$ cat src/rtl/mux_n_rr_pkg.sv
// Shared constants and helpers for the N-channel round-robin output mux.
package mux_n_rr_pkg;

  // Selection mode encodings for the mode input
  localparam logic MODE_SEL = 1'b0;
  localparam logic MODE_RR  = 1'b1;

  // Output register states; the state bit doubles as out_valid
  localparam logic [0:0] ST_EMPTY = 1'b0;
  localparam logic [0:0] ST_FULL  = 1'b1;

  // Ceiling log2, returns at least 1 so it can size a vector directly
  function automatic int unsigned clog2(input int unsigned value);
    int unsigned result;
    int unsigned span;
    result = 1;
    span   = 2;
    while (span < value) begin
      span   = span << 1;
      result = result + 1;
    end
    return result;
  endfunction

endpackage

$ cat src/rtl/mux_n_rr_arbiter.sv
// Rotating-priority search over request lines, starting at ptr and wrapping
// modulo N. Purely combinational; the pointer register lives in the top.
module rr_arbiter
  import mux_n_rr_pkg::*;
#(
  parameter int unsigned N     = 4,
  parameter int unsigned SEL_W = 2
) (
  input  logic [N-1:0]     req,
  input  logic [SEL_W-1:0] ptr,
  output logic [SEL_W-1:0] grant,
  output logic             gvalid
);

  // One extra bit so ptr + offset (up to 2N-2) never overflows before the wrap
  localparam int unsigned IDX_W = clog2(N) + 1;

  logic [IDX_W-1:0] idx;

  // Scan offsets from farthest to nearest so the nearest requester wins last
  always_comb begin
    grant  = '0;
    gvalid = |req;
    idx    = '0;
    for (int k = int'(N) - 1; k >= 0; k--) begin
      idx = IDX_W'(ptr) + IDX_W'(k);
      if (idx >= IDX_W'(N)) begin
        idx = idx - IDX_W'(N);
      end
      if (req[idx]) begin
        grant = SEL_W'(idx);
      end
    end
  end

endmodule

$ cat src/rtl/mux_n_rr.sv
// N-channel WIDTH-bit multiplexer with a one-word output register,
// valid/ready handshakes on both sides and either external select or
// round-robin channel selection. N must be 2..16 and SEL_W >= clog2(N).
module mux_n_rr
  import mux_n_rr_pkg::*;
#(
  parameter int unsigned WIDTH = 8,
  parameter int unsigned N     = 4,
  parameter int unsigned SEL_W = 2
) (
  input  logic               clk,
  input  logic               reset,
  input  logic               mode,
  input  logic [SEL_W-1:0]   sel_in,
  input  logic [N*WIDTH-1:0] in_data,
  input  logic [N-1:0]       in_valid,
  output logic [N-1:0]       in_ready,
  output logic [WIDTH-1:0]   out_data,
  output logic               out_valid,
  input  logic               out_ready,
  output logic [SEL_W-1:0]   out_sel
);

  logic [0:0]       state;
  logic [0:0]       state_nxt;
  logic [WIDTH-1:0] data_nxt;
  logic [SEL_W-1:0] sel_nxt;
  logic [SEL_W-1:0] ptr;
  logic [SEL_W-1:0] ptr_nxt;

  logic [SEL_W-1:0] rr_grant;
  logic             rr_gvalid;
  logic             sel_ok;
  logic             sel_valid;
  logic [SEL_W-1:0] grant;
  logic             gvalid;
  logic             space;
  logic             load;
  logic [WIDTH-1:0] grant_data;

  // Round-robin candidate among all valid channels
  rr_arbiter #(
    .N     (N),
    .SEL_W (SEL_W)
  ) u_arb (
    .req    (in_valid),
    .ptr    (ptr),
    .grant  (rr_grant),
    .gvalid (rr_gvalid)
  );

  // External-select qualification; an out-of-range select never grants
  always_comb begin
    sel_ok    = 32'(sel_in) < 32'(N);
    sel_valid = 1'b0;
    for (int i = 0; i < int'(N); i++) begin
      if (sel_in == SEL_W'(i)) begin
        sel_valid = in_valid[i];
      end
    end
  end

  // Mode mux between external select and round-robin grant
  always_comb begin
    grant  = sel_in;
    gvalid = sel_ok && sel_valid;
    if (mode == MODE_RR) begin
      grant  = rr_grant;
      gvalid = rr_gvalid;
    end
  end

  // A word loads when the register is empty or being drained this cycle
  always_comb begin
    space = (state == ST_EMPTY) || out_ready;
    load  = space && gvalid && !reset;
  end

  // Data select and one-hot ready decode for the granted channel
  always_comb begin
    grant_data = '0;
    in_ready   = '0;
    for (int i = 0; i < int'(N); i++) begin
      if (grant == SEL_W'(i)) begin
        grant_data  = in_data[i*WIDTH +: WIDTH];
        in_ready[i] = load;
      end
    end
  end

  // Output register next-state: EMPTY/FULL with simultaneous unload and load
  always_comb begin
    state_nxt = state;
    data_nxt  = out_data;
    sel_nxt   = out_sel;
    ptr_nxt   = ptr;
    case (state)
      ST_EMPTY: begin
        if (load) begin
          state_nxt = ST_FULL;
        end
      end
      ST_FULL: begin
        if (!load && out_ready) begin
          state_nxt = ST_EMPTY;
        end
      end
      default: state_nxt = ST_EMPTY;
    endcase
    if (load) begin
      data_nxt = grant_data;
      sel_nxt  = grant;
      if (mode == MODE_RR) begin
        ptr_nxt = (grant == SEL_W'(N - 1)) ? '0 : grant + SEL_W'(1);
      end
    end
  end

  // State, output and round-robin pointer registers
  always_ff @(posedge clk or posedge reset) begin
    if (reset) begin
      state    <= ST_EMPTY;
      out_data <= '0;
      out_sel  <= '0;
      ptr      <= '0;
    end else begin
      state    <= state_nxt;
      out_data <= data_nxt;
      out_sel  <= sel_nxt;
      ptr      <= ptr_nxt;
    end
  end

  assign out_valid = (state == ST_FULL);

endmodule

$ cat config.mk
export PLATFORM = sky130hd
export DESIGN_NAME = mux_n_rr
export DESIGN_NICKNAME = d
export VERILOG_FILES = /design/src/rtl/mux_n_rr_pkg.sv /design/src/rtl/mux_n_rr_arbiter.sv /design/src/rtl/mux_n_rr.sv
export SDC_FILE = /design/constraint.sdc
export NUM_CORES = 1
export LEC_CHECK = 0
export ABC_CLOCK_PERIOD_IN_PS = 3300
export CORE_MARGIN = 2
export CORE_UTILIZATION = 37
export DETAILED_ROUTE_END_ITERATION = 16
export HOLD_SLACK_MARGIN = 0.03
export PLACE_DENSITY = 0.79
export SETUP_SLACK_MARGIN = 0.05
export SYNTH_ARGS = -nofsm -noshare
export SYNTH_HDL_FRONTEND = slang
export SYNTH_HIERARCHICAL = 1
export SYNTH_SLANG_ARGS = --single-unit
$ cat constraint.sdc
create_clock -name clk -period 3.3 [get_ports clk]
set_clock_uncertainty 0.15 [all_clocks]
set_input_delay 0.33 -clock clk [delete_from_list [all_inputs] [get_ports clk]]
set_output_delay 0.33 -clock clk [all_outputs]
set_load 0.05 [all_outputs]
==> flow_metrics.env <==
export IMPL_grt_use_total_pct=18.08
export IMPL_num_fill_cells=186
export IMPL_cts_max_level=1
export IMPL_p_sw_share_pct=46.50
export IMPL_criticalPathCategory="input port to output port"
export IMPL_clk_latency_ns=0.27
export IMPL_rows=18
export IMPL_tightest_slew_ns=0.5185
export IMPL_cts_buffers=3
export IMPL_io_pins=57
export IMPL_cpMaxStageDelayCell="clkdlybuf4s50_1"
export IMPL_areaGrowthSynthToFinish_pct=65.69
export IMPL_synthDistinctLibCells=27
export IMPL_io_buffers=56
export IMPL_synth_seq_cells=13
export IMPL_placed_area_um2=1590
export IMPL_place_congestion=0.7484
export IMPL_initial_utilization_pct=39.24
export IMPL_pwr_share_comb_pct=64.5
export IMPL_drc=0
export IMPL_maxSlewViolCount=0
export IMPL_nNetsFinal=214
export IMPL_cp_end_kind="output port"
export IMPL_r2r_cells=10
export IMPL_synth_area_per_cell_um2=8.999
export IMPL_powerDensity_nw_per_um2=649.7
export IMPL_layout_commonest_cell="clkdlybuf4s50_1"
export IMPL_clkPwrFrac_pct=9.2
export IMPL_cp_num_buf_inv=3
export IMPL_p_int_w=0.0005650
export IMPL_cp_start_kind="input port"
export IMPL_rsz0062_at_grt="false"
export IMPL_yosysTopAreaCell="dfrtp_1"
export IMPL_drt_pass1_iter_count=4
export IMPL_switchingPower_w=0.0004910
export IMPL_arrival_ns=2.51
export IMPL_fmax_ghz=0.3339
export IMPL_r2r_start="ptr[1]"
export IMPL_cts_sinks=13
export IMPL_final_cell_area_um2=1625
export IMPL_worst_r2r_setup_slack_ns=0.45
export IMPL_slowest_delay_ns=0.53
export IMPL_die_width_um=55.49
export IMPL_synthTopCellsByArea="dfrtp_1, mux2_2, nor2_1, a221oi_1, mux2_4"
export IMPL_fin_setup_tns_ns=0
export IMPL_ant_nets=0
export IMPL_dr_total_vias=1000
export IMPL_synth_nets=155
export IMPL_finalCritPeriodShare_pct=90.74
export IMPL_avgRoutedWirePerCell_um=14.18
export IMPL_status="completed"
export IMPL_cts_tree="built"
export IMPL_hold_violations=0
export IMPL_maxCapViolations=0
export IMPL_holdBufCountCts=0
export IMPL_gr_total_overflow=0
export IMPL_synth_top_area_share_pct=33.16
export IMPL_antenna_found_initial=0
export IMPL_regArea_um2=325.3
export IMPL_r2r_end="out_data[2]"
export IMPL_die_y_um=55.49
export IMPL_clkTransAtPathRegs_ns=0.08
export IMPL_mostFrequentLayoutCells="clkdlybuf4s50_1, nor2_1, dfrtp_1, nand2_1"
export IMPL_setup_violations=0
export IMPL_power_leakage_nw=0.6691
export IMPL_yosysSeqAreaShare_pct=33.16
export IMPL_initialDrtViolationCount=23
export IMPL_crit_family="buffers and inverters"
export IMPL_cp_cell_sequence="clkdlybuf4s50_1 -> nand2b_1 -> a21oi_1 -> a211oi_2 -> a21oi_1 -> ha_2 -> clkinvlp_4 -> nor2_1 -> buf_12"
export IMPL_syn_area_um2=980.9
export IMPL_slew_limit_headroom_pct=65.32
export IMPL_cp_required_ns=2.82
export IMPL_clockRootBuffer="clkbuf_4"
export IMPL_n_antenna_cell=0
export IMPL_crit_path_frequent_cell="a21oi_1"
export IMPL_min_period_ns=2.994
export IMPL_syn_inst=109
export IMPL_die_area_um2=3079
export IMPL_grt_pass1_vias=969
export IMPL_core_area_um2=2500
export IMPL_ir_worst_vdd_uv=624.2
export IMPL_drive_above_1_share_pct=15.57
export IMPL_hpwl_um=2296
export IMPL_wirelength_um=2793
export IMPL_yosysWarningCount=6
export IMPL_path_max_fanout=9
export IMPL_multi_input_area_um2=588.1
export IMPL_cts_max_path_buffers=2
export IMPL_grt_max_degree=18
export IMPL_pwr_share_seq_pct=26.3
export IMPL_grt_pass1_wl_um=4554
export IMPL_hold_class="input port to async pin"
export IMPL_via_per_inst=5.076
==> worst reg2reg max path, delay by kind of cell, from the launching register on <==
kind	cells	cell delay, ns
AO/OA/AOI/OAI	5	1.07
AND/OR/NAND/NOR	2	0.55
flip-flops	1	0.46
adder cells (fa/ha/maj)	1	0.24
multiplexers	1	0.21
buffers and inverters	1	0.12
==> synth_stat cells <==
| master | instances |
|---|---|
| mux2_4 | 4 |
| o21ai_0 | 7 |
| buf_12 | 1 |
| nor2_1 | 17 |
| mux2_2 | 7 |
| o41ai_1 | 1 |
| a221oi_1 | 7 |
| dfrtp_1 | 13 |
| mux2_1 | 1 |
| nand2_1 | 12 |
| ha_1 | 4 |
| a222oi_1 | 1 |
| mux2i_1 | 1 |
| nor3b_1 | 1 |
| a21oi_1 | 3 |
| a22o_1 | 1 |
| clkinv_1 | 1 |
| buf_6 | 1 |
| o21a_1 | 1 |
| a211oi_1 | 1 |
| or2_1 | 1 |
| nor2b_1 | 2 |
| a211oi_2 | 1 |
| inv_1 | 6 |
| nand2b_1 | 3 |
| o31ai_1 | 7 |
| clkbuf_1 | 4 |
==> how the worst max path moves through the flow <==
stage | from | depth (start not counted) | end | slack, ns
3_3_place_gp | in_valid[2] | 10 | out_data[6] | 0.14
6_report | in_valid[2] | 9 | in_ready[2] | 0.31
2_1_floorplan | ptr[1] | 8 | in_ready[2] | 0.45
3_5_place_dp | in_valid[2] | 10 | out_data[6] | 0.08
5_1_grt | in_valid[2] | 9 | in_ready[2] | 0.15
4_1_cts | in_valid[2] | 9 | in_ready[2] | 0.17
==> power groups by stage <==
stage | Sequential [W] | Clock, W | Combinational (W)
6_report | 0.000278 | 0.0000968 | 0.000681
5_1_grt | 0.000286 | 0.000108 | 0.000721
4_1_cts | 0.000276 | 0.0000996 | 0.000678
3_5_place_dp | 0.000279 | 0 | 0.000675
3_3_place_gp | 0.000273 | 0 | 0.000665
2_1_floorplan | 0.000469 | 0 | 0.000246
==> per-stage QoR <==
stage / worst slack, ns / util (%) / instances / hold slack, ns / total power, W
2_1_floorplan: 0.4506 / - / 109 / 0.06498 / 0.0007148
3_3_place_gp: 0.1434 / 63.61 / 193 / 0.3387 / 0.0009376
3_5_place_dp: 0.08179 / 63.61 / 193 / 0.3474 / 0.0009547
4_1_cts: 0.1715 / 64.66 / 197 / 0.2621 / 0.001053
5_1_grt: 0.1546 / 65.02 / 197 / 0.2909 / 0.001114
6_report: 0.3055 / 65.02 / 197 / 0.2670 / 0.001056
==> layer usage <==
metal	vias up	routed length [um]	part of all wire, %	GRT usage [%]
met1	463	1268	45	22.67
met5	-	0	0	0
li1	507	-	-	-
met3	2	102	3.7	2.576
met4	0	20	0.72	4.181
met2	28	1400	50	32.48
==> cells by family after synthesis <==
logic type,Yosys count,share of synthesized area [%]
flops,13,33.16
buf+inv,13,7.397
fa+ha+maj,4,5.102
compound gates,30,22.32
mux,13,16.33
simple gates,36,15.69
==> final cells by class <==
type	instances	share of cell area [%]
Inverter	7	1.848
Multi-Input combinational cell	83	36.18
Sequential cell	13	20.02
Clock buffer	4	1.617
Timing Repair Buffer	60	38.03
Tap cell	30	2.309
==> repair_timing <==
action | 4_1_cts | 5_1_grt
buffers inserted | 0 | 0
gates resized for setup | 0 | 3
setup endpoints to repair | 0 | 2
==> sequential cells by signal, summed over array words and instances, names as in the netlist <==
| signal | flops |
|---|---|
| out_data | 8 |
| out_sel | 2 |
| ptr | 2 |
| out_valid | 1 |
Power figures use the tool's default switching activity.
